**config.mk**
```make
export PLATFORM = sky130hd
export DESIGN_NAME = snn_image_loader
export DESIGN_NICKNAME = d
export VERILOG_FILES = /design/src/rtl/snn_image_loader.sv
export SDC_FILE = /design/constraint.sdc
export NUM_CORES = 1
export LEC_CHECK = 0
export ABC_AREA = 0
export CAP_MARGIN = 20
export CORE_MARGIN = 5
export CORE_UTILIZATION = 45
export CTS_BUF_LIST = sky130_fd_sc_hd__clkbuf_8
export DETAILED_ROUTE_END_ITERATION = 8
export PLACE_DENSITY_LB_ADDON = 0.15
export SYNTH_ARGS = -nofsm -noshare
export SYNTH_HDL_FRONTEND = slang
export SYNTH_SLANG_ARGS = --single-unit
export TNS_END_PERCENT = 5
```
**constraint.sdc**
```tcl
create_clock -name clk -period 3 [get_ports clk]
set_input_delay 0.6 -clock clk [delete_from_list [all_inputs] [get_ports clk]]
set_output_delay 0.6 -clock clk [all_outputs]
set_load 0.01 [all_outputs]
```
**src/rtl/snn_image_loader.sv**
```systemverilog
`default_nettype none
// ============================================================================
//  Module      : snn_image_loader
//  Description : Upstream feeder for snn_core. Receives a packed binary image
//                over a valid/ready byte stream. Each byte is unpacked LSB
//                first into the 1-bit input-unit RAM, one bit per clock. When
//                the last pixel has been written, the loader pulses start,
//                waits for core_done and then presents the classified digit.
//                Optional feature macro: SNN_LOADER_TIMEOUT_EN. When it is
//                defined, a partial image is discarded after TIMEOUT_CYC idle
//                clocks between bytes.
//  Revision    : 1.0 - initial release
// ============================================================================
module snn_image_loader #(
    parameter int NUM_PIXELS  = 784,
    parameter int ADDR_W      = 10,
    parameter int TIMEOUT_CYC = 100000
) (
    input  logic              clk,
    input  logic              rst,
    input  logic [7:0]        rx_data,
    input  logic              rx_valid,
    output logic              rx_ready,
    output logic              ram_we,
    output logic [ADDR_W-1:0] ram_addr,
    output logic              ram_wdata,
    output logic              start,
    input  logic              core_done,
    input  logic [3:0]        core_digit,
    output logic [3:0]        digit,
    output logic              digit_valid,
    output logic              busy
);

    // The byte index is the RAM address without its three bit-select LSBs.
    localparam int                  c_BIDX_W    = ADDR_W - 3;
    localparam logic [c_BIDX_W-1:0] c_LAST_BYTE = c_BIDX_W'(NUM_PIXELS / 8 - 1);

    typedef enum logic [1:0] {
        S_ACCEPT    = 2'd0,
        S_UNPACK    = 2'd1,
        S_START     = 2'd2,
        S_WAIT_CORE = 2'd3
    } state_t;

    state_t              r_state;
    logic [c_BIDX_W-1:0] r_byte_idx;
    logic [2:0]          r_bit_idx;
    logic [6:0]          r_shift;

    logic                r_rx_ready;
    logic                r_ram_we;
    logic [ADDR_W-1:0]   r_ram_addr;
    logic                r_ram_wdata;
    logic                r_start;
    logic [3:0]          r_digit;
    logic                r_digit_valid;
    logic                r_busy;

    logic                w_accept;
    logic                w_timeout_hit;

    // r_rx_ready is only ever high while in ACCEPT, so it alone qualifies
    // the handshake.
    assign w_accept = r_rx_ready & rx_valid;

`ifdef SNN_LOADER_TIMEOUT_EN
    localparam int                c_TO_W    = $clog2(TIMEOUT_CYC + 1);
    localparam logic [c_TO_W-1:0] c_TO_LAST = c_TO_W'(TIMEOUT_CYC - 1);

    logic [c_TO_W-1:0] r_to_cnt;
    logic              w_idle_partial;

    // Idle means waiting in ACCEPT with part of an image already stored.
    assign w_idle_partial = (r_state == S_ACCEPT) && (r_byte_idx != '0) && !w_accept;
    assign w_timeout_hit  = w_idle_partial && (r_to_cnt == c_TO_LAST);

    // Idle-gap counter: runs only on a stalled partial image, otherwise held at zero.
    always_ff @(posedge clk) begin
        if (rst) begin
            r_to_cnt <= '0;
        end else if (w_idle_partial && !w_timeout_hit) begin
            r_to_cnt <= r_to_cnt + c_TO_W'(1);
        end else begin
            r_to_cnt <= '0;
        end
    end
`else
    // Without the timeout a partial image waits forever for its remaining bytes.
    logic w_unused_timeout;
    assign w_unused_timeout = (TIMEOUT_CYC != 0);
    assign w_timeout_hit    = 1'b0;
`endif

    // Main control: accept a byte, serialise it into the RAM, kick the core and
    // collect its answer. All outputs are registered here.
    always_ff @(posedge clk) begin
        if (rst) begin
            r_state       <= S_ACCEPT;
            r_byte_idx    <= '0;
            r_bit_idx     <= '0;
            r_shift       <= '0;
            r_rx_ready    <= 1'b0;
            r_ram_we      <= 1'b0;
            r_ram_addr    <= '0;
            r_ram_wdata   <= 1'b0;
            r_start       <= 1'b0;
            r_digit       <= '0;
            r_digit_valid <= 1'b0;
            r_busy        <= 1'b0;
        end else begin
            r_start       <= 1'b0;
            r_digit_valid <= 1'b0;

            case (r_state)
                S_ACCEPT: begin
                    r_rx_ready <= 1'b1;
                    r_busy     <= 1'b0;
                    r_ram_we   <= 1'b0;
                    if (w_accept) begin
                        // Bit 0 goes out immediately; the rest wait in the shifter.
                        r_rx_ready  <= 1'b0;
                        r_busy      <= 1'b1;
                        r_ram_we    <= 1'b1;
                        r_ram_addr  <= {r_byte_idx, 3'b000};
                        r_ram_wdata <= rx_data[0];
                        r_shift     <= rx_data[7:1];
                        r_bit_idx   <= '0;
                        r_state     <= S_UNPACK;
                    end else if (w_timeout_hit) begin
                        r_byte_idx <= '0;
                    end
                end

                S_UNPACK: begin
                    if (r_bit_idx != 3'd7) begin
                        r_ram_we    <= 1'b1;
                        r_ram_addr  <= r_ram_addr + ADDR_W'(1);
                        r_ram_wdata <= r_shift[0];
                        r_shift     <= {1'b0, r_shift[6:1]};
                        r_bit_idx   <= r_bit_idx + 3'd1;
                    end else begin
                        // Bit 7 is on the RAM port this cycle; the byte is done.
                        r_ram_we  <= 1'b0;
                        r_bit_idx <= '0;
                        if (r_byte_idx == c_LAST_BYTE) begin
                            r_start <= 1'b1;
                            r_state <= S_START;
                        end else begin
                            r_byte_idx <= r_byte_idx + c_BIDX_W'(1);
                            r_rx_ready <= 1'b1;
                            r_busy     <= 1'b0;
                            r_state    <= S_ACCEPT;
                        end
                    end
                end

                S_START: begin
                    // start is high for this cycle only; core_done is ignored here.
                    r_ram_we <= 1'b0;
                    r_state  <= S_WAIT_CORE;
                end

                S_WAIT_CORE: begin
                    if (core_done) begin
                        r_digit       <= core_digit;
                        r_digit_valid <= 1'b1;
                        r_byte_idx    <= '0;
                        r_bit_idx     <= '0;
                        r_rx_ready    <= 1'b1;
                        r_busy        <= 1'b0;
                        r_state       <= S_ACCEPT;
                    end
                end

                default: begin
                    r_state <= S_ACCEPT;
                end
            endcase
        end
    end

    assign rx_ready    = r_rx_ready;
    assign ram_we      = r_ram_we;
    assign ram_addr    = r_ram_addr;
    assign ram_wdata   = r_ram_wdata;
    assign start       = r_start;
    assign digit       = r_digit;
    assign digit_valid = r_digit_valid;
    assign busy        = r_busy;

endmodule
`default_nettype wire

```
==> results of run 1 <==
## power by group through the flow
stage / sequential (uW) / clock [uW] / combinational, uW
6_report: 635 / 357 / 452
2_1_floorplan: 649 / 0 / 301
3_5_place_dp: 647 / 0 / 453
5_1_grt: 646 / 395 / 507
4_1_cts: 635 / 373 / 457
3_3_place_gp: 647 / 0 / 450
## stage by stage
step | cell area (sq um) | instances
2_1_floorplan | 2007 | 238
3_3_place_gp | 2391 | 316
3_5_place_dp | 2391 | 316
4_1_cts | 2479 | 323
5_1_grt | 2479 | 323
6_report | 2479 | 323
## sequential cells by signal, indices dropped and copies added (netlist names), 3 cells and up, named ones only
register / flops
ram_addr: 10
r_byte_idx: 7
r_shift: 7
digit: 4
r_bit_idx: 3
## tightest hold or removal path, delay by kind of cell, from the launching register on
kind	cells	cell delay [ns]
AND/OR/NAND/NOR	1	0.05
AO/OA/AOI/OAI	1	0.05
flip-flops	1	0.31
## cell usage after synthesis, types with 2 or more instances
library cell / n
a21oi_1: 21
inv_1: 10
o31ai_1: 6
nand3_1: 17
clkbuf_1: 7
and3_1: 2
nor4_1: 5
a211oi_1: 13
or4_1: 5
mux2i_1: 9
nand2b_1: 2
o32ai_1: 2
nor2_1: 22
xnor2_1: 2
nor2b_1: 5
a21o_1: 2
buf_2: 3
nor3_1: 6
nand4_1: 4
dfxtp_1: 39
ha_1: 11
nand2_1: 13
o21ai_0: 11
## logic make-up (layout without fill, tap and decap cells)
family                     after synthesis  after routing  synth area share [%]
AOI/OAI and AO/OA                       66             66                 21.26
xor gates and xnor gates                 2              2                0.8730
adders and majority gates               11             11                 6.858
buffers and inverters                   23             56                 4.925
DFF                                     39             39                 38.90
muxes                                    9              9                 4.489
and+or+nand+nor                         88             88                 22.69
## routing by layer
layer / vias up / wire length, microns
met5: - / 0
met4: 0 / 57
met3: 7 / 222
met2: 34 / 2233
met1: 865 / 2130
li1: 944 / -
## how the worst max path moves through the flow
stage	startpoint	to	slack, ns
after floorplan	r_state[0]$_SDFFE_PP0P_	r_byte_idx[6]$_SDFFE_PP0P_	1.01
after global placement	core_done	r_byte_idx[6]$_SDFFE_PP0P_	0.49
after detailed placement	core_done	r_byte_idx[6]$_SDFFE_PP0P_	0.46
after CTS	r_state[0]$_SDFFE_PP0P_	ram_addr[8]$_SDFFE_PP0P_	0.70
after global routing	r_state[0]$_SDFFE_PP0P_	ram_addr[8]$_SDFFE_PP0P_	0.49
final	r_state[0]$_SDFFE_PP0P_	ram_addr[8]$_SDFFE_PP0P_	0.71
## final cells by class
type	instances	share of cell area, %
clock buffers	6	3.332
clock inverters	1	0.2019
inverters	10	1.514
multi-input cells	176	45.48
flip-flops and latches	39	31.50
well taps	52	2.625
repair buffers	39	15.35
==> results_dict.tcl, run 1 <==
set metrics [dict create \
    gp_congestion 0.7926 \
    maxCapViolations 0 \
    cts.repair.resized 0 \
    grt_first_pass_wirelength_mm 7.886 \
    syn_nets 265 \
    die_y_microns 76.78 \
    cp_top_family "buffers and inverters" \
    finalHoldViolCount 0 \
    hold_depth 2 \
    fillers 421 \
    dp_hpwl_mm 3.298 \
    synth_edf_count 0 \
    clockBufferDepth 2 \
    use_met3_pct 4.215 \
    p_int_uw 955.8 \
    seqPwrFrac_pct 44.0 \
    status "completed" \
    ant_nets 0 \
    final_layout_size_suffix_gt1_share_pct 5.166 \
    ys_seq_area_share_pct 38.90 \
    vias_per_cell 5.728 \
    core_sq_um 4354 \
    cts-buffers-inserted 5 \
    rows 24 \
    multiInputGateArea_sq_um 1127 \
    grt.busiest_layer "met2" \
    wirelength_mm 4.644 \
    comb_power_share_pct 31.3 \
    synth_seq_cells 39 \
    layout_common_cells "dfxtp_1 (39), clkdlybuf4s50_1 (35), nor2_1 (22)" \
    switching_share_pct 33.82 \
    worst_pin_slew_ns 0.4699 \
    clock.fmax_mhz 436.7 \
    hold_ws_ns 0.4559 \
    cts-htree-levels 2 \
    vdd_drop_max_v 0.0002693 \
    worstSetupPathDepth 7 \
    post_cts_buffers 0 \
    final_core_util_pct 56.93 \
    r2r_slack_ns 0.71 \
    worst-path-max-fanout 25 \
    drc 0 \
    async_flop_share_pct 0 \
    fin_ws_ns 0.7099 \
    gr-usage-all-layers_pct 15.86 \
    synth.area.top_cells "dfxtp_1 (39%), ha_1 (6.9%), a21oi_1 (5.2%), a211oi_1 (4.9%), mux2i_1 (4.5%)" \
    dr.pass1.iters 4 \
    floorplan.initialDensity_pct 46.09 \
    rsz0062_at_grt "no" \
    crit_type "reg -> reg" \
    nNetsFinal 298 \
    skew_ns 0.006246 \
    path_clk_slew_ns 0.07 \
    ctsHoldBuffers 0 \
    rr_worst_depth 7 \
    vias 1850 \
    ios 36 \
    crit_required_ns 3.20 \
    p_per_area_nw_per_um2 582.7 \
    r2r_end "ram_addr[8]$_SDFFE_PP0P_" \
    slowest_stage "dfxtp_1" \
    gr-usage-met2_pct 27.33 \
    cp-end-kind "flip-flop" \
    grt_pass1_vias 1733 \
    slew_headroom_pct 68.61 \
    yosys_warnings 0 \
    hold_path_end "digit[3]$_SDFFE_PP0P_" \
    fin_crit_ns 2.290 \
    grt_max_degree 35 \
    ys.flop_type "dfxtp_1" \
    grt_antenna_before_repair 0 \
    overflow 0 \
    drt_iter0_drc 59 \
    root_buffer "clkbuf_8" \
    cp_data_arrival_time_ns 2.49 \
    r2r_start "r_state[0]$_SDFFE_PP0P_" \
    power_switching_uw 488.5 \
    wl_per_cell_microns 14.38 \
    critPathLaunchType "flip-flop" \
    setup_violations 0 \
    final_common_cell "dfxtp_1" \
    power.leakage_uw 0.0008702 \
    clock_sinks 39 \
    syn_to_final_growth_pct 23.50 \
    min-delay-start "digit[3]$_SDFFE_PP0P_" \
    clkPwrFrac_pct 24.7 \
    synth_cell_types 44 \
    chipWidth_microns 76.78 \
    path_buf_inv 2 \
    syn_inst 238 \
    final-seq-area_sq_um 780.7 \
    max_stage_delay_ns 0.44 \
    hp-class "reg -> reg" \
    syn_area_per_cell_sq_um 8.432 \
    syn-cell-area_sq_um 2007 \
    finalCritPeriodShare_pct 76.34 \
    yosys.area.top_type "dfxtp_1" \
    drv_slew 0 \
    finalSetupTns_ns 0 \
    grt_util_met1_pct 19.28 \
    synth_top_area_share_pct 38.90 \
    tritoncts "done" \
    die-area_sq_um 5895 \
    dp_slack_ns 0.4637 \
    clk_latency_ns 0.29 \
    p_total_uw 1444 \
    cp_cell_sequence "ha_1 -> buf_4 -> nand2b_1 -> a21oi_1 -> buf_4 -> a21oi_1 -> a211oi_1" \
    n_antenna_cell 0 \
    io_buffers 35 \
]
Power figures use the tool's default switching activity.
==> run 2, diff against run 1 <==
- clock period: 3 -> 1.93 ns (I/O delays scaled with it)
==> results_dict.tcl, run 2 (synthesis results as in run 1) <==
set metrics [dict create \
    status "completed" \
    core_sq_um 4354 \
    die_y_microns 76.78 \
    clockBufferDepth 2 \
    finalHoldViolCount 0 \
    ant_nets 0 \
    power.leakage_uw 0.0009886 \
    cts-htree-levels 2 \
    grt_antenna_before_repair 0 \
    rows 24 \
    grt_max_degree 27 \
    tritoncts "done" \
    largest_reg_flops 10 \
    r2r_slack_ns 0.05 \
    min-delay-start "digit[0]$_SDFFE_PP0P_" \
    layout.cells.non_filler 343 \
    drt_iter0_drc 158 \
    floorplan.initialDensity_pct 46.09 \
    vias_per_cell 5.688 \
    syn_to_final_growth_pct 35.79 \
    skew_ns 0.006077 \
    critPathLaunchType "flip-flop" \
    drc 0 \
    clock.fmax_mhz 531.9 \
    fin_crit_ns 1.880 \
    finalCritPeriodShare_pct 97.42 \
    wl_per_cell_microns 14.28 \
    dr.pass1.iters 4 \
    clock_sinks 39 \
    nNetsFinal 317 \
    dp_hpwl_mm 3.626 \
    crit_type "reg -> reg" \
    hold_ws_ns 0.4552 \
    place_inst 335 \
    cp_top_family "simple AND/OR/NAND/NOR gates" \
    vias 1951 \
    grt_first_pass_wirelength_mm 8.342 \
    die-area_sq_um 5895 \
    gp_congestion 0.8416 \
    gr-usage-all-layers_pct 16.98 \
    post_cts_buffers 0 \
    rr_worst_depth 6 \
    final_core_util_pct 62.59 \
    hold_path_end "digit[0]$_SDFFE_PP0P_" \
    setup_violations 0 \
    vdd_drop_max_v 0.0004907 \
    cts-buffers-inserted 5 \
    finalSetupTns_ns 0 \
    overflow 0 \
    root_buffer "clkbuf_8" \
    wirelength_mm 4.898 \
    final_common_cell "dfxtp_1" \
    maxCapViolations 0 \
    crit_required_ns 2.15 \
    chipWidth_microns 76.78 \
    r2r_end "r_byte_idx[6]$_SDFFE_PP0P_" \
    drv_slew 0 \
    n_antenna_cell 0 \
    max_stage_delay_ns 0.50 \
    clk_latency_ns 0.29 \
    slew_headroom_pct 71.69 \
    slowest_stage "or4_1" \
    grt_pass1_vias 1813 \
    p_per_area_nw_per_um2 971.7 \
    io_buffers 35 \
    worst-path-max-fanout 6 \
    hold_depth 2 \
    layout_common_cells "dfxtp_1 (37), clkdlybuf4s50_1 (35), nor2_1 (22), buf_4 (22), a21oi_1 (20)" \
    cp_data_arrival_time_ns 2.11 \
    cp-end-kind "flip-flop" \
    final_layout_size_suffix_gt1_share_pct 15.46 \
    path_clk_slew_ns 0.08 \
    path_buf_inv 1 \
    worst_pin_slew_ns 0.4201 \
    cp_cell_sequence "inv_2 -> ha_2 -> nor2b_2 -> or3_4 -> or4_1 -> a21oi_1" \
    ios 36 \
    hp-class "reg -> reg" \
    rsz0062_at_grt "yes" \
]
## run 2: metrics by stage
stage	area, sq um	power (uW)	setup WS [ns]
2_1_floorplan	2014	1480	0.009712
3_3_place_gp	2554	1824	-0.1652
3_5_place_dp	2554	1838	-0.1856
4_1_cts	2691	2647	0.006779
5_1_grt	2725	2806	-0.08671
6_report	2725	2648	0.04984
## run 2: layout make-up
| cell class | count | area (sq um) |
|---|---|---|
| Clock buffer | 5 | 68.82 |
| Clock inverter | 3 | 63.81 |
| Fill cell | 386 | 1629 |
| Inverter | 10 | 37.54 |
| Multi-Input combinational cell | 176 | 1171 |
| Sequential cell | 39 | 783.3 |
| Tap cell | 52 | 65.06 |
| Timing Repair Buffer | 58 | 535.5 |
## run 2: worst reg2reg max path, delay by kind of cell (launching register included)
kind / cells / cell delay, ns
buffers and inverters: 1 / 0.05
adder cells (fa/ha/maj): 1 / 0.21
AO/OA/AOI/OAI: 1 / 0.12
AND/OR/NAND/NOR: 3 / 1.05
flip-flops: 1 / 0.37
## run 2: worst max path at each step
stage                            start                          to  cells after the start
6_report                     flip-flop  r_byte_idx[6]$_SDFFE_PP0P_                      6
5_1_grt                      flip-flop  r_byte_idx[6]$_SDFFE_PP0P_                      6
4_1_cts                      flip-flop  r_byte_idx[6]$_SDFFE_PP0P_                      6
3_5_place_dp                 core_done  r_byte_idx[6]$_SDFFE_PP0P_                      5
3_3_place_gp                 core_done  r_byte_idx[6]$_SDFFE_PP0P_                      5
2_1_floorplan  r_state[0]$_SDFFE_PP0P_  r_byte_idx[6]$_SDFFE_PP0P_                      7
## run 2: timing repair
item	4_1_cts	5_1_grt
setup endpoints to repair	2	12
hold buffers	0	0
pin swaps	0	0
gates resized for setup	2	7
## run 2: metal layers
metal | global-route usage [%] | part of all wire (%) | vias up | wire (microns)
met5 | 0 | 0 | - | 0
met4 | 7.168 | 3.0 | 0 | 147
met3 | 4.333 | 4.4 | 17 | 217
met2 | 26.32 | 47 | 45 | 2300
met1 | 22.22 | 46 | 899 | 2233
li1 | - | - | 990 | -
## run 2: where the power goes
part	total [uW]	leakage, uW	switching [uW]	internal, uW
logic	860	0.000601	446	414
clock network	804	0.0000695	293	512
registers	984	0.000318	79.5	904
total	2650	0.000989	818	1830
